[src/rtl/sram_mem_stage_ctrl_pkg.sv]
// Shared configuration for the Mem-stage SRAM controller: default widths, base address,
// FSM state encodings and a helper for sizing the beat counter.
package sram_mem_stage_ctrl_pkg;

    localparam int DEF_WORD_LEN    = 32;
    localparam int DEF_ADDRESS_LEN = 32;
    localparam int DEF_BASE_ADDR   = 1024;

    localparam logic [1:0] IDLE   = 2'd0;
    localparam logic [1:0] ACCESS = 2'd1;
    localparam logic [1:0] DONE   = 2'd2;

    // A single-beat configuration still needs a one-bit beat index.
    function automatic int beat_width(input int beats);
        return (beats > 1) ? $clog2(beats) : 1;
    endfunction

endpackage

[src/rtl/sram_mem_stage_ctrl_beat_seq.sv]
// Wait/beat counters for one SRAM word access; start launches a sequence of BEATS beats,
// each WAIT_CYCLES long, and the counters return to zero once the final beat ends.
module sram_beat_sequencer
    import sram_mem_stage_ctrl_pkg::*;
#(
    parameter int BEATS       = 2,
    parameter int WAIT_CYCLES = 3,
    parameter int BEAT_W      = 1
) (
    input  logic              clk,
    input  logic              rst,
    input  logic              start,
    output logic [BEAT_W-1:0] beat,
    output logic              last_wait,
    output logic              last_beat
);

    localparam int WAIT_W = $clog2(WAIT_CYCLES);
    localparam logic [WAIT_W-1:0] WAIT_LAST = WAIT_W'(WAIT_CYCLES - 1);
    localparam logic [BEAT_W-1:0] BEAT_LAST = BEAT_W'(BEATS - 1);

    logic              running;
    logic [WAIT_W-1:0] wait_cnt;

    assign last_wait = running && (wait_cnt == WAIT_LAST);
    assign last_beat = (beat == BEAT_LAST);

    always_ff @(posedge clk) begin
        if (rst) begin
            running  <= 1'b0;
            wait_cnt <= '0;
            beat     <= '0;
        end else if (start) begin
            running  <= 1'b1;
            wait_cnt <= '0;
            beat     <= '0;
        end else if (running) begin
            if (wait_cnt == WAIT_LAST) begin
                wait_cnt <= '0;
                if (last_beat) begin
                    beat    <= '0;
                    running <= 1'b0;
                end else begin
                    beat <= beat + 1'b1;
                end
            end else begin
                wait_cnt <= wait_cnt + 1'b1;
            end
        end
    end

endmodule

[src/rtl/sram_mem_stage_ctrl.sv]
// Multi-cycle Mem-stage controller splitting each CPU word access into narrow SRAM beats.
// Optional one-entry read buffer enabled by defining READ_BUFFER_EN.
module sram_mem_stage_ctrl
    import sram_mem_stage_ctrl_pkg::*;
#(
    parameter int WORD_LEN    = DEF_WORD_LEN,
    parameter int SRAM_DQ_W   = 16,
    parameter int SRAM_ADDR_W = 18,
    parameter int WAIT_CYCLES = 3,
    parameter int BASE_ADDR   = DEF_BASE_ADDR
) (
    input  logic                   clk,
    input  logic                   rst,
    input  logic                   wr_en,
    input  logic                   rd_en,
    input  logic [WORD_LEN-1:0]    addr,
    input  logic [WORD_LEN-1:0]    wdata,
    output logic [WORD_LEN-1:0]    rdata,
    output logic                   ready,
    output logic [SRAM_ADDR_W-1:0] sram_addr,
    output logic                   sram_we_n,
    output logic [SRAM_DQ_W-1:0]   sram_dq_out,
    output logic                   sram_dq_oe,
    input  logic [SRAM_DQ_W-1:0]   sram_dq_in
);

    localparam int BEATS      = WORD_LEN / SRAM_DQ_W;
    localparam int BEAT_W     = beat_width(BEATS);
    localparam int BYTE_SHIFT = $clog2(WORD_LEN / 8);

    logic [1:0]          state;
    logic                op_wr;
    logic [WORD_LEN-1:0] lat_addr;
    logic [WORD_LEN-1:0] lat_wdata;
    logic [WORD_LEN-1:0] offset;
    logic                req;
    logic                seq_start;
    logic [BEAT_W-1:0]   beat;
    logic                last_wait;
    logic                last_beat;
    logic                buf_hit;
    logic [WORD_LEN-1:0] buf_rd_data;
    logic                unused_bits;

    assign req       = rd_en | wr_en;
    assign ready     = ~req | (state == DONE);
    assign seq_start = (state == IDLE) && req && !buf_hit;
    assign offset    = lat_addr - WORD_LEN'(BASE_ADDR);
    assign unused_bits = ^offset;

    sram_beat_sequencer #(
        .BEATS       (BEATS),
        .WAIT_CYCLES (WAIT_CYCLES),
        .BEAT_W      (BEAT_W)
    ) u_seq (
        .clk       (clk),
        .rst       (rst),
        .start     (seq_start),
        .beat      (beat),
        .last_wait (last_wait),
        .last_beat (last_beat)
    );

    always_ff @(posedge clk) begin
        if (rst) begin
            state     <= IDLE;
            op_wr     <= 1'b0;
            lat_addr  <= '0;
            lat_wdata <= '0;
            rdata     <= '0;
        end else begin
            case (state)
                IDLE: begin
                    if (req) begin
                        op_wr     <= wr_en;
                        lat_addr  <= addr;
                        lat_wdata <= wdata;
                        state     <= buf_hit ? DONE : ACCESS;
                        if (buf_hit) rdata <= buf_rd_data;
                    end
                end
                ACCESS: begin
                    if (!op_wr && last_wait)
                        rdata[beat*SRAM_DQ_W +: SRAM_DQ_W] <= sram_dq_in;
                    if (last_wait && last_beat) state <= DONE;
                end
                DONE:    state <= IDLE;
                default: state <= IDLE;
            endcase
        end
    end

    // The last wait cycle of a write beat releases we_n while address and data stay put.
    always_comb begin
        sram_addr   = '0;
        sram_we_n   = 1'b1;
        sram_dq_out = '0;
        sram_dq_oe  = 1'b0;
        if (state == ACCESS) begin
            sram_addr = {offset[BYTE_SHIFT +: SRAM_ADDR_W-BEAT_W], beat};
            if (op_wr) begin
                sram_dq_oe  = 1'b1;
                sram_dq_out = lat_wdata[beat*SRAM_DQ_W +: SRAM_DQ_W];
                sram_we_n   = last_wait;
            end
        end
    end

`ifdef READ_BUFFER_EN
    logic                           buf_valid;
    logic [WORD_LEN-BYTE_SHIFT-1:0] buf_addr;
    logic [WORD_LEN-1:0]            buf_data;

    assign buf_hit     = buf_valid && rd_en && !wr_en && (buf_addr == addr[WORD_LEN-1:BYTE_SHIFT]);
    assign buf_rd_data = buf_data;

    // Reads refill at DONE (a hit refills with the same word); writes to the entry write through.
    always_ff @(posedge clk) begin
        if (rst) begin
            buf_valid <= 1'b0;
            buf_addr  <= '0;
            buf_data  <= '0;
        end else if (state == DONE) begin
            if (!op_wr) begin
                buf_valid <= 1'b1;
                buf_addr  <= lat_addr[WORD_LEN-1:BYTE_SHIFT];
                buf_data  <= rdata;
            end else if (buf_valid && buf_addr == lat_addr[WORD_LEN-1:BYTE_SHIFT]) begin
                buf_data <= lat_wdata;
            end
        end
    end
`else
    assign buf_hit     = 1'b0;
    assign buf_rd_data = '0;
`endif

endmodule

[config.mk]
export PLATFORM = sky130hd
export DESIGN_NAME = sram_mem_stage_ctrl
export DESIGN_NICKNAME = d
export VERILOG_FILES = /design/src/rtl/sram_mem_stage_ctrl_pkg.sv /design/src/rtl/sram_mem_stage_ctrl_beat_seq.sv /design/src/rtl/sram_mem_stage_ctrl.sv
export SDC_FILE = /design/constraint.sdc
export NUM_CORES = 1
export LEC_CHECK = 0
export ABC_AREA = 1
export BUFFER_PORTS_ARGS = -buffer_cell sky130_fd_sc_hd__buf_2
export CELL_PAD_IN_SITES_DETAIL_PLACEMENT = 0
export CELL_PAD_IN_SITES_GLOBAL_PLACEMENT = 1
export CORE_MARGIN = 2
export CORE_UTILIZATION = 30
export CTS_BUF_LIST = sky130_fd_sc_hd__clkbuf_16
export DETAILED_ROUTE_END_ITERATION = 8
export GPL_TIMING_DRIVEN = 0
export MAX_ROUTING_LAYER = met4
export PLACE_DENSITY_LB_ADDON = 0.25
export SYNTH_ARGS = -nofsm -noshare
export SYNTH_HDL_FRONTEND = slang
export SYNTH_SLANG_ARGS = --single-unit
export TNS_END_PERCENT = 50
[constraint.sdc]
create_clock -name clk -period 2.9 [get_ports clk]
set_input_delay 0 -clock clk [delete_from_list [all_inputs] [get_ports clk]]
set_output_delay 0 -clock clk [all_outputs]
set_load 0.1 [all_outputs]
==> key figures <==
Run status
  • Status: finished clean

Routing
  • Via count: 4153
  • DRT antenna net count: 0
  • Wire per inst: 12.3 µm
  • Met2 wire length: 5.29 mm
  • Per-cell via count in the routed design: 4.45
  • Initial DRC Count: 145
  • First-pass DRT Iterations: 4
  • WL met1: 5.37 mm
  • Top Layer Used: met4
  • Met3 wire len: 545 µm
  • Detailed Route WL: 11.5 mm
  • DRC viols: 0

Setup path
  • WP data required: 2.90 ns
  • Cell Chain, Critical Path: buf_4 > buf_1 > a21oi_1 > nor2_1 > buf_2
  • CP Capture Type: output pin
  • CP Data Arrival Time: 2.00 ns
  • Reg2reg path depth: 4
  • Critical path type: register to output pin
  • Critical Path Start Type: register
  • CP max stage cell: buf_1
  • Max FO, Critical Path: 10
  • Crit-path max cell delay: 0.45 ns

Floorplan
  • I/O Pins: 153
  • Die area: 13900 µm²
  • Cell Rows: 41
  • Initial Util: 30.7%
  • Core Area: 12600 µm²
  • Die height: 118 µm
  • Die Span X: 118 µm

STA
  • Final hold vios: 0
  • Final setup margin: 0.898 ns
  • Hold_ws: 0.00608 ns
  • Skew final: 0.00375 ns
  • Period minus WS final: 2.00 ns
  • Period utilization: 69.0%
  • Final setup viols: 0
  • Max Clock Freq: 0.499 GHz
  • RSZ-0062 raised after global routing: false
  • Final Max Slew Viols: 0
  • Relative slew slack: 64.2%
  • Slew @ Worst Pin: 0.537 ns

Synth
  • Yosys cell types: 22
  • Post-Synth Simple-Gate Area: 25.7%
  • Sequential area share after synthesis: 45.4%
  • Post-Synthesis Cells: 553
  • Post-synthesis xor/xnor area fraction: 0%
  • Ys flop type: dfxtp_1
  • Largest family of logic cells by synthesized area: simple AND/OR/NAND/NOR gates
  • Syn nets: 638
  • Synthesis-stage register bit count: 88
  • Synth top cells by count: nor2_1, inv_1, dfxtp_1
  • Top-area cell type share of the netlist area: 45.4%
  • Synth top area cells: dfxtp_1, nor2_1, inv_1
  • Synth Cell Area: 3880 µm²
  • Synth Area in Adders: 0.322%
  • Area leader, netlist: dfxtp_1
  • YS warnings: 0
  • Syn Area/Cell: 7.02 µm²
  • Async SR Flop Fraction: 0%
  • Number of synthesized flops with an enable pin: 0
  • Most common cell in the netlist: nor2_1
  • Mux share of post-synthesis cell area: 0%
  • Compound-cell area share of the yosys netlist: 14.4%

Power
  • Reg power frac: 42.5%
  • Internal: 2.07 mW
  • Peak VDD IR: 259 µV
  • Final total power: 3.12 mW
  • Combinational share of power: 25.2%
  • Power per cell area: 558 nW/µm²
  • Switching power share of the total: 33.7%
  • Clock power share: 32.3%
  • P_leak: 2.76 nW
  • Switch Pwr: 1.05 mW

GRT
  • Number of global-route vias before repair: 4035
  • Pin count of the biggest net entering global routing: 13
  • First-pass GRT wire length: 18.9 mm
  • Initial antenna violation count: 0
  • Grt ovf: 0
  • Total track usage: 17.3%

Place
  • PortBufs: 137
  • Dpl ws: 1.23 ns
  • Final Wtd Congestion: 0.855
  • Detailed Place HPWL: 8.28 mm
  • Placed inst area: 4780 µm²

CTS
  • Worst skew pair latency: 0.33 ns
  • CTS root buf: clkbuf_16
  • Post-CTS setup buffers: 0
  • CTS buffer count: 9
  • Clock Sinks: 88
  • TritonCTS clock tree: built
  • CTS clock-pin slew for the worst setup and hold paths: 0.06 ns
  • CTS Buffer Depth: 2
  • Htree depth: 3

Cells and area
  • ANT cells: 0
  • Final instance area: 5590 µm²
  • Final net count: 842
  • Share of cells above drive strength 1: 23.3%
  • Layout area overhead: 44.1%
  • # fillers: 1369

Job
  • Max Cap Violations: 0

Min path
  • Worst hold path type: input port to register
  • Worst Hold Depth: 5
worst max-delay path: cells and delay by family (launching register included):
family	cells	cell delay [ns]
DFF	1	0.31
buffers and inverters	3	1.10
AOI/OAI and AO/OA	1	0.13
and+or+nand+nor	1	0.12
cells in the final DEF, fill, tap and decap left out:
cell type      instances
nand3_1               58
buf_6                  5
inv_1                 98
nor2_2                 2
nand4_4                1
nand2_1               56
nand2_2                1
nor2_1               105
nand3_4                1
nor3_1                 1
dlygate4sd3_1         56
a21oi_1               52
inv_2                  2
clkinv_1               2
ha_1                   1
buf_1                  6
nor2_4                 2
clkbuf_16              9
o22ai_1               19
buf_4                  3
o21ai_0               36
clkbuf_1               6
buf_2                150
dfxtp_1               88
nor2_8                 1
registers in the layout (all words and copies together), names as in the netlist:
register	count
u_seq.running	1
state	2
rdata	32
op_wr	1
u_seq.beat	1
u_seq.wait_cnt	2
lat_addr	17
lat_wdata	32
cell type report:
class                           instances  area [µm²]  share of cell area [%]
Tap cell                              172         215                    3.85
Timing Repair Buffer                  193        1250                    22.3
Inverter                               96         360                    6.44
Clock inverter                          6        22.5                   0.403
Clock buffer                            9         225                    4.03
Buffer                                 33         189                    3.38
Sequential cell                        88        1760                    31.5
Multi-Input combinational cell        336        1570                    28.1
final timing paths:
path / end / startpoint / slack [ns]
setup / recovery: sram_dq_out[5] / u_seq.beat$_SDFFE_PP0P_ / 0.90
hold / removal: rdata[4]$_SDFFE_PP0P_ / sram_dq_in[4] / 0.006
setup reg to reg: lat_addr[11]$_SDFFE_PP0P_ / state[0]$_SDFFE_PP0P_ / 1.48
hold reg to reg: lat_wdata[14]$_SDFFE_PP0P_ / lat_wdata[14]$_SDFFE_PP0P_ / 0.45
power by group through the flow:
stage / registers [mW] / logic [mW] / clock network [mW]
after floorplan: 1.35 / 0.558 / 0
after global placement: 1.35 / 0.730 / 0
after detailed placement: 1.35 / 0.732 / 0
after CTS: 1.32 / 0.791 / 1.04
after global routing: 1.33 / 0.856 / 1.09
final: 1.32 / 0.787 / 1.01
cell families (layout without fill, tap and decap cells):
kind of cell             Yosys count  in the layout
AND/OR/NAND/NOR                  228            228
buffers and inverters            129            337
AO/OA/AOI/OAI                    107            107
flip-flops                        88             88
adder cells (fa/ha/maj)            1              1
stage by stage:
step,TNS [ns],cells,utilization (%)
4_1_cts,0,933,44.3
3_3_place_gp,0,862,37.9
5_1_grt,0,933,44.3
3_5_place_dp,0,862,37.9
6_report,0,933,44.3
2_1_floorplan,-0.798,553,-
layer usage:
metal | global-route usage, % | vias up
met1 | 21.0 | 1868
li1 | - | 2144
met5 | - | -
met2 | 27.9 | 118
met3 | 3.29 | 23
met4 | 7.61 | 0
what timing repair did:
item / in CTS / in global routing
hold endpoints to repair: 56 / 0
gates resized for setup: 0 / 0
hold buffers: 56 / 0
setup endpoints to repair: 0 / 0
Note: power is estimated with default switching activity, not from simulation.
